## src/rtl/nes_joypad_port.sv

```systemverilog
// NES standard-controller ports ($4016/$4017): maps USB HID keycodes onto two
// 8-button pads and shifts them out one bit per CPU read, like the pad's 4021.
module nes_joypad_port #(
  parameter bit         BLOCK_OPPOSING = 1'b1,
  parameter logic [7:0] OPEN_BUS       = 8'h40
) (
  input  logic        clk,
  input  logic        reset,
  input  logic [31:0] keycodes,
  input  logic        cs,
  input  logic        rw,
  input  logic        addr,
  input  logic [7:0]  data_in,
  output logic [7:0]  data_out,
  output logic [7:0]  buttons_p1,
  output logic [7:0]  buttons_p2
);

  // Keycode per button, button 0 (A) in the low byte.
  localparam logic [63:0] P1_CODES = {8'h4F, 8'h50, 8'h51, 8'h52, 8'h28, 8'h2B, 8'h1D, 8'h1B};
  localparam logic [63:0] P2_CODES = {8'h07, 8'h04, 8'h16, 8'h1A, 8'h1C, 8'h17, 8'h0A, 8'h0B};

  function automatic logic [7:0] map_pad(input logic [31:0] kc, input logic [63:0] codes);
    logic [7:0] b;
    b = 8'h00;
    for (int i = 0; i < 8; i++) begin
      for (int s = 0; s < 4; s++) begin
        b[i] = b[i] | (kc[8*s +: 8] == codes[8*i +: 8]);
      end
    end
    return b;
  endfunction

  // Up+Down or Left+Right held together report neither direction of that pair.
  function automatic logic [7:0] filter_opposing(input logic [7:0] b);
    logic [7:0] f;
    f = b;
    if (BLOCK_OPPOSING) begin
      f[5:4] = (b[4] & b[5]) ? 2'b00 : b[5:4];
      f[7:6] = (b[6] & b[7]) ? 2'b00 : b[7:6];
    end else begin
      f = b;
    end
    return f;
  endfunction

  logic [7:0] p1_map_s;
  logic [7:0] p2_map_s;
  logic       wr_4016_s;
  logic       rd_4016_s;
  logic       rd_4017_s;
  logic       strobe_r;
  logic [7:0] sr1_r;
  logic [7:0] sr2_r;

  // Combinational keycode-to-pad mapping and bus decode.
  always_comb begin
    p1_map_s  = filter_opposing(map_pad(keycodes, P1_CODES));
    p2_map_s  = filter_opposing(map_pad(keycodes, P2_CODES));
    wr_4016_s = cs & ~rw & ~addr;
    rd_4016_s = cs & rw & ~addr;
    rd_4017_s = cs & rw & addr;
  end

  // Button stage, strobe, shift registers and read data.
  always_ff @(posedge clk) begin
    if (reset) begin
      buttons_p1 <= 8'h00;
      buttons_p2 <= 8'h00;
      strobe_r   <= 1'b0;
      sr1_r      <= 8'hFF;
      sr2_r      <= 8'hFF;
      data_out   <= 8'h00;
    end else begin
      buttons_p1 <= p1_map_s;
      buttons_p2 <= p2_map_s;

      // Any $4016 write latches, whatever value is written; $4017 writes are the APU's.
      if (wr_4016_s) begin
        strobe_r <= data_in[0];
        sr1_r    <= buttons_p1;
        sr2_r    <= buttons_p2;
      end else if (strobe_r) begin
        sr1_r <= buttons_p1;
        sr2_r <= buttons_p2;
      end else begin
        sr1_r <= rd_4016_s ? {1'b1, sr1_r[7:1]} : sr1_r;
        sr2_r <= rd_4017_s ? {1'b1, sr2_r[7:1]} : sr2_r;
      end

      if (rd_4016_s) begin
        data_out <= {OPEN_BUS[7:1], sr1_r[0]};
      end else if (rd_4017_s) begin
        data_out <= {OPEN_BUS[7:1], sr2_r[0]};
      end else begin
        data_out <= data_out;
      end
    end
  end

endmodule

```

## config.mk

```make
export PLATFORM = sky130hd
export DESIGN_NAME = nes_joypad_port
export DESIGN_NICKNAME = d
export VERILOG_FILES = /design/src/rtl/nes_joypad_port.sv
export SDC_FILE = /design/constraint.sdc
export NUM_CORES = 1
export LEC_CHECK = 0
export ABC_AREA = 1
export BUFFER_PORTS_ARGS = -buffer_cell sky130_fd_sc_hd__buf_2
export CAP_MARGIN = 10
export CORE_ASPECT_RATIO = 2
export CORE_MARGIN = 2
export CORE_UTILIZATION = 42
export CTS_CLUSTER_SIZE = 25
export DETAILED_ROUTE_END_ITERATION = 8
export PLACE_DENSITY = 0.73
export SLEW_MARGIN = 20
export SYNTH_ARGS = -nofsm -noshare
export SYNTH_HDL_FRONTEND = slang
export SYNTH_SLANG_ARGS = --single-unit
```

## constraint.sdc

```tcl
create_clock -name clk -period 1.79 [get_ports clk]
set_input_delay 0.2685 -clock clk [delete_from_list [all_inputs] [get_ports clk]]
set_output_delay 0.2685 -clock clk [all_outputs]
set_load 0.01 [all_outputs]
```

==> summary.txt, run 1 <==
Run status
  – Status: finished, final reports clean

Floorplan
  – Row count: 41
  – Overall die height: 119 microns
  – IO Count: 69
  – Initial standard-cell utilization of the core: 43.7%
  – Core Box Area: 6310 sq um
  – Overall die area: 7280 sq um
  – Chip width: 61.3 microns

Power
  – Power per cell area: 639 nW/um^2
  – Peak ir drop on the vdd network: 0.321 mV
  – Final total power: 2.05 mW
  – Leakage power of the design: 1.82 nW

STA
  – Max Clock Skew: 0.00746 ns
  – Number of endpoints failing setup at the final stage: 0
  – RSZ-0062 raised after global routing: no
  – Fraction of the cycle the final worst path needs: 65.2%
  – Fin crit period: 1.17 ns
  – Pins Over Slew Limit: 0
  – Highest Clock Rate: 856 MHz
  – Setup TNS: 0 ns
  – Number of hold violations in the final report: 0

Synthesis
  – Cells taking the most area after synthesis: sky130_fd_sc_hd__dfxtp_1 (25%), sky130_fd_sc_hd__nand2_1 (25%), sky130_fd_sc_hd__nor2_1 (16%)
  – Most repeated cell in the gate-level netlist after synthesis: sky130_fd_sc_hd__nand2_1
  – Post-synth EDFFs: 0
  – Combined area of all synthesized cells: 2760 sq um
  – Most frequently used flop master after synthesis: sky130_fd_sc_hd__dfxtp_1
  – Number of different library cells in the post-synthesis netlist: 28
  – Cells after synthesis: 506
  – Synthesis-stage register bit count: 35
  – Async set or reset register ratio after synthesis: 0%
  – Share of the yosys chip area belonging to registers: 25.4%
  – Post-synthesis cell type with the largest combined area: sky130_fd_sc_hd__dfxtp_1
  – Leading post-synthesis cells by instance count: sky130_fd_sc_hd__nand2_1 (181), sky130_fd_sc_hd__nor2_1 (114), sky130_fd_sc_hd__inv_1 (74)
  – Yosys warnings: 0
  – Per-instance average area after synthesis: 5.45 sq um
  – Area share of the largest cell type after synthesis: 25.4%

Clock network
  – Clock-pin slew on the worst setup and hold paths: 0.05 ns
  – Maximum clock insertion buffer count: 2
  – Hold Buf Count CTS: 0
  – Total of cells resized after clock tree synthesis: 0
  – CTS root buf: sky130_fd_sc_hd__clkbuf_16
  – Clock tree from TritonCTS: done
  – Htree depth: 2
  – Number of buffers inserted during clock tree synthesis: 5
  – Number of buffers inserted by post-CTS setup repair: 0
  – Clk_lat worst skew: 0.28 ns
  – Clock Sinks: 35

Detailed routing
  – Total number of vias: 3074
  – Routed WL: 7630 microns
  – Vias per std cell: 4.74
  – Initial detailed-routing violation count: 198
  – Residual antenna-violating net count after detailed routing: 0
  – Total DRC errors in the routed layout: 0
  – Wirelength per Cell: 11.8 microns
  – First drt pass iteration count: 4

Worst hold path
  – Class of the most critical hold timing path: input port to register

Worst setup path
  – Worst path arrival time: 1.39 ns
  – Worst Path Buf+Inv: 3
  – Cell family with most CP delay: buffers and inverters
  – Slowest stage delay, CP: 0.29 ns
  – CP Launch Type: register
  – Largest fanout on the critical path: 18
  – Worst Path Required: 2.01 ns
  – Cell with the largest stage delay on the worst path: sky130_fd_sc_hd__dfxtp_1
  – Endpoint class of the critical path: register
  – Worst path cell trace: inv_1 -> nand2_8 -> inv_6 -> nand2_2 -> inv_2 -> nand2_1 -> nand3_1
  – Critical path start-end classification: register to register

Global routing
  – GRT overflow: 0
  – Largest net degree at the start of global routing: 19
  – Aggregate global-route resource usage: 22.4%
  – Number of global-route vias before repair: 2988
  – First-pass GRT wire length: 12300 microns
  – Number of antenna violations at the first check in global routing: 0

Cells and area
  – Final core utilization: 50.9%
  – Layout fillers: 678
  – Share of cells above drive strength 1: 15.8%
  – Number of diodes added for antenna fixing: 0
  – Net count of the finished layout: 607
  – Synth-to-Final Area Change: 16.4%

Place
  – DPL Wire Length: 6460 microns
  – Last weighted congestion value of the routability-driven placer: 0.965
  – Buffers on Ports: 55

Flow run
  – Max-cap violations: 0
## per-layer routing
layer  up-vias  GRT usage, %  share of wire [%]
met5         -             0                  0
met4         0          16.6                7.9
met3        37          1.97                2.8
met2        77          41.4                 54
met1      1332          20.5                 35
li1       1628             -                  -
## cell type report
type / instances / area [sq um] / area share [%]
clock inverters: 1 / 5.00 / 0.156
multi-input cells: 384 / 1670 / 52.0
inverters: 79 / 307 / 9.54
flip-flops and latches: 35 / 701 / 21.8
repair buffers: 57 / 290 / 9.03
well taps: 86 / 108 / 3.35
clock buffers: 7 / 133 / 4.13
## where the power goes
part | switching (mW) | leakage [nW] | internal [mW] | total [mW]
registers | 0.0231 | 0.286 | 0.823 | 0.846
clock network | 0.290 | 0.0679 | 0.512 | 0.802
logic | 0.267 | 1.46 | 0.138 | 0.405
## metrics by stage
step,hold WS [ns],area [sq um],setup slack [ns],instances
3_3_place_gp,0.441,3080,0.419,641
6_report,0.249,3210,0.622,649
3_5_place_dp,0.445,3080,0.430,641
5_1_grt,0.283,3210,0.524,649
4_1_cts,0.247,3210,0.608,649
2_1_floorplan,0.430,2780,0.685,511
## cells in the final DEF, fill, tap and decap left out, drive strengths merged
cell type  count
nor3           4
nor2         120
dfxtp         35
o211ai         7
nand4          5
nand3b         1
o22ai          3
o21ai         15
nand2        184
buf           57
clkinv         2
clkbuf         7
conb           6
nand3         39
inv           78
## flip-flops by register name, indices dropped and copies added (netlist names)
name and cells:
buttons_p1 8, buttons_p2 8, sr1_r 8, sr2_r 8, data_out 2, strobe_r 1
## cells by family (layout without fill, tap and decap cells)
logic type,count (synthesis),in the layout,synth area share (%)
simple gates,353,353,52.5
buf+inv,92,144,14.8
flops,35,35,25.4
compound gates,25,25,7.21
other cells,1,6,0.136
## worst min-delay path: cells and delay by family
family	cells	cell delay, ns
simple gates	1	0.08
buf+inv	1	0.07
compound gates	1	0.07
## path summary, 6_finish.rpt
kind	from	cells after the start	endpoint	slack (ns)
setup / recovery	strobe_r	7	sr2_r[5]	0.62
hold / removal	data_in[0]	3	strobe_r	0.25
setup reg to reg	strobe_r	7	sr2_r[5]	0.62
hold reg to reg	sr2_r[0]	2	sr2_r[0]	0.45
Power figures use the tool's default switching activity.
==> inputs of run 2 (changes only) <==
clock period = 1.1 ns   (was 1.79 ns; I/O delays follow)
==> summary.txt, run 2 (same netlist as run 1, synthesis figures left out) <==
Clock network
  – CTS root buf: sky130_fd_sc_hd__clkbuf_16
  – Htree depth: 2
  – Clock-pin slew on the worst setup and hold paths: 0.06 ns
  – Number of buffers inserted by post-CTS setup repair: 0
  – Hold Buf Count CTS: 0
  – Number of buffers inserted during clock tree synthesis: 5
  – Maximum clock insertion buffer count: 2
  – Clk_lat worst skew: 0.28 ns
  – Clock Sinks: 35
  – Clock tree from TritonCTS: done

Worst hold path
  – Class of the most critical hold timing path: input port to register

Worst setup path
  – CP Launch Type: register
  – Largest fanout on the critical path: 9
  – Worst Path Required: 1.26 ns
  – Cell with the largest stage delay on the worst path: sky130_fd_sc_hd__dfxtp_1
  – Worst Path Buf+Inv: 2
  – Slowest stage delay, CP: 0.30 ns
  – Worst path arrival time: 1.17 ns
  – Cell family with most CP delay: flip-flops
  – Critical path start-end classification: register to register
  – Worst path cell trace: inv_2 -> nand2_2 -> buf_4 -> o211ai_2 -> nand3_1
  – Endpoint class of the critical path: register

STA
  – Pins Over Slew Limit: 0
  – Highest Clock Rate: 987 MHz
  – RSZ-0062 raised after global routing: no
  – Fin crit period: 1.01 ns
  – Number of endpoints failing setup at the final stage: 0
  – Setup WS post-layout: 0.0863 ns
  – Number of hold violations in the final report: 0
  – Setup TNS: 0 ns
  – Max Clock Skew: 0.00378 ns
  – Fraction of the cycle the final worst path needs: 92.2%

Place
  – Buffers on Ports: 55
  – Minimum setup slack after placement: -0.0716 ns
  – Last weighted congestion value of the routability-driven placer: 0.937
  – DPL Wire Length: 6630 microns
  – Number of cells in the design after placement: 659

Global routing
  – Largest net degree at the start of global routing: 19
  – Number of global-route vias before repair: 3026
  – First-pass GRT wire length: 12300 microns
  – GRT overflow: 0
  – Number of antenna violations at the first check in global routing: 0
  – Aggregate global-route resource usage: 22.4%

Power
  – Peak ir drop on the vdd network: 0.550 mV
  – Power per cell area: 1030 nW/um^2
  – Leakage power of the design: 1.91 nW

Floorplan
  – Chip width: 61.3 microns
  – Overall die area: 7280 sq um
  – Row count: 41
  – IO Count: 69
  – Core Box Area: 6310 sq um
  – Initial standard-cell utilization of the core: 43.7%
  – Overall die height: 119 microns

Cells and area
  – Most frequent cells in the layout: sky130_fd_sc_hd__nand2_1 (181), sky130_fd_sc_hd__nor2_1 (114), sky130_fd_sc_hd__inv_1 (72), sky130_fd_sc_hd__buf_2 (55), sky130_fd_sc_hd__nand3_1 (39)
  – Footprint of the multi-input gates: 1670 sq um
  – Synth-to-Final Area Change: 22.3%
  – Final std cells w/o fill: 667
  – Flip-flop and latch area: 701 sq um
  – Share of cells above drive strength 1: 19.1%
  – Most frequent standard cell in the layout excluding fill and tap cells: sky130_fd_sc_hd__nand2_1
  – Layout fillers: 704
  – Number of diodes added for antenna fixing: 0
  – Net count of the finished layout: 625

Detailed routing
  – Residual antenna-violating net count after detailed routing: 0
  – Initial detailed-routing violation count: 161
  – Wirelength per Cell: 11.5 microns
  – Total number of vias: 3168
  – Routed WL: 7640 microns
  – First drt pass iteration count: 4
  – Total DRC errors in the routed layout: 0
  – Vias per std cell: 4.75

Flow run
  – Max-cap violations: 0

Run status
  – Status: finished, final reports clean
run 2: cell count changes in the layout (fill, tap and decap cells not counted):
cell and delta:
sky130_fd_sc_hd__buf_12 +1, sky130_fd_sc_hd__clkinv_2 -1, sky130_fd_sc_hd__clkbuf_1 -2, sky130_fd_sc_hd__buf_4 +17, sky130_fd_sc_hd__inv_1 -2, sky130_fd_sc_hd__inv_4 +1
sky130_fd_sc_hd__inv_2 +1, sky130_fd_sc_hd__inv_8 +1, sky130_fd_sc_hd__clkinvlp_4 +2
run 2: layout make-up:
cell class	count	share of cell area, %
clock buffers	5	3.71
flip-flops and latches	35	20.7
inverters	79	9.23
well taps	86	3.19
multi-input cells	384	49.5
repair buffers	75	13.0
clock inverters	3	0.704
run 2: where the power goes:
group,total [mW],leakage (nW),switching (mW),internal (mW)
clock network,1.38,0.0664,0.537,0.844
logic,0.721,1.56,0.444,0.277
registers,1.38,0.286,0.0375,1.34
run 2: tightest hold or removal path, stage by stage:
cell and delay, ns:
sky130_fd_sc_hd__buf_2 0.07, sky130_fd_sc_hd__o21ai_0 0.07, sky130_fd_sc_hd__nor2_1 0.08
run 2: per-stage QoR:
step	cell area [sq um]	hold WS (ns)	utilization (%)	power, mW
floorplan	2780	0.329	-	1.87
global placement	3220	0.431	51.1	2.10
detailed placement	3220	0.439	51.1	2.12
CTS	3370	0.147	53.4	3.51
global route	3380	0.149	53.5	3.67
finish	3380	0.148	53.5	3.48
run 2: per-layer routing:
metal	share of wire, %	track usage, %	wire length, microns	vias to the layer above
met2	53	40.0	4070	89
met3	3.2	2.84	247	41
met4	9.8	20.9	752	0
met1	34	19.3	2580	1374
li1	-	-	-	1664
met5	0	0	0	-
run 2: what timing repair did:
action / 4_1_cts / 5_1_grt
endpoints found under the hold margin: 0 / 0
gates resized for setup: 1 / 3
setup endpoints to repair: 7 / 11
cloned: 0 / 0
run 2: worst paths after layout:
path	depth (start not counted)	startpoint	to	slack, ns
min reg2reg	2	sr2_r[6]	sr2_r[6]	0.46
max	5	strobe_r	sr1_r[6]	0.09
max reg2reg	5	strobe_r	sr1_r[6]	0.09
min	3	data_in[0]	strobe_r	0.15
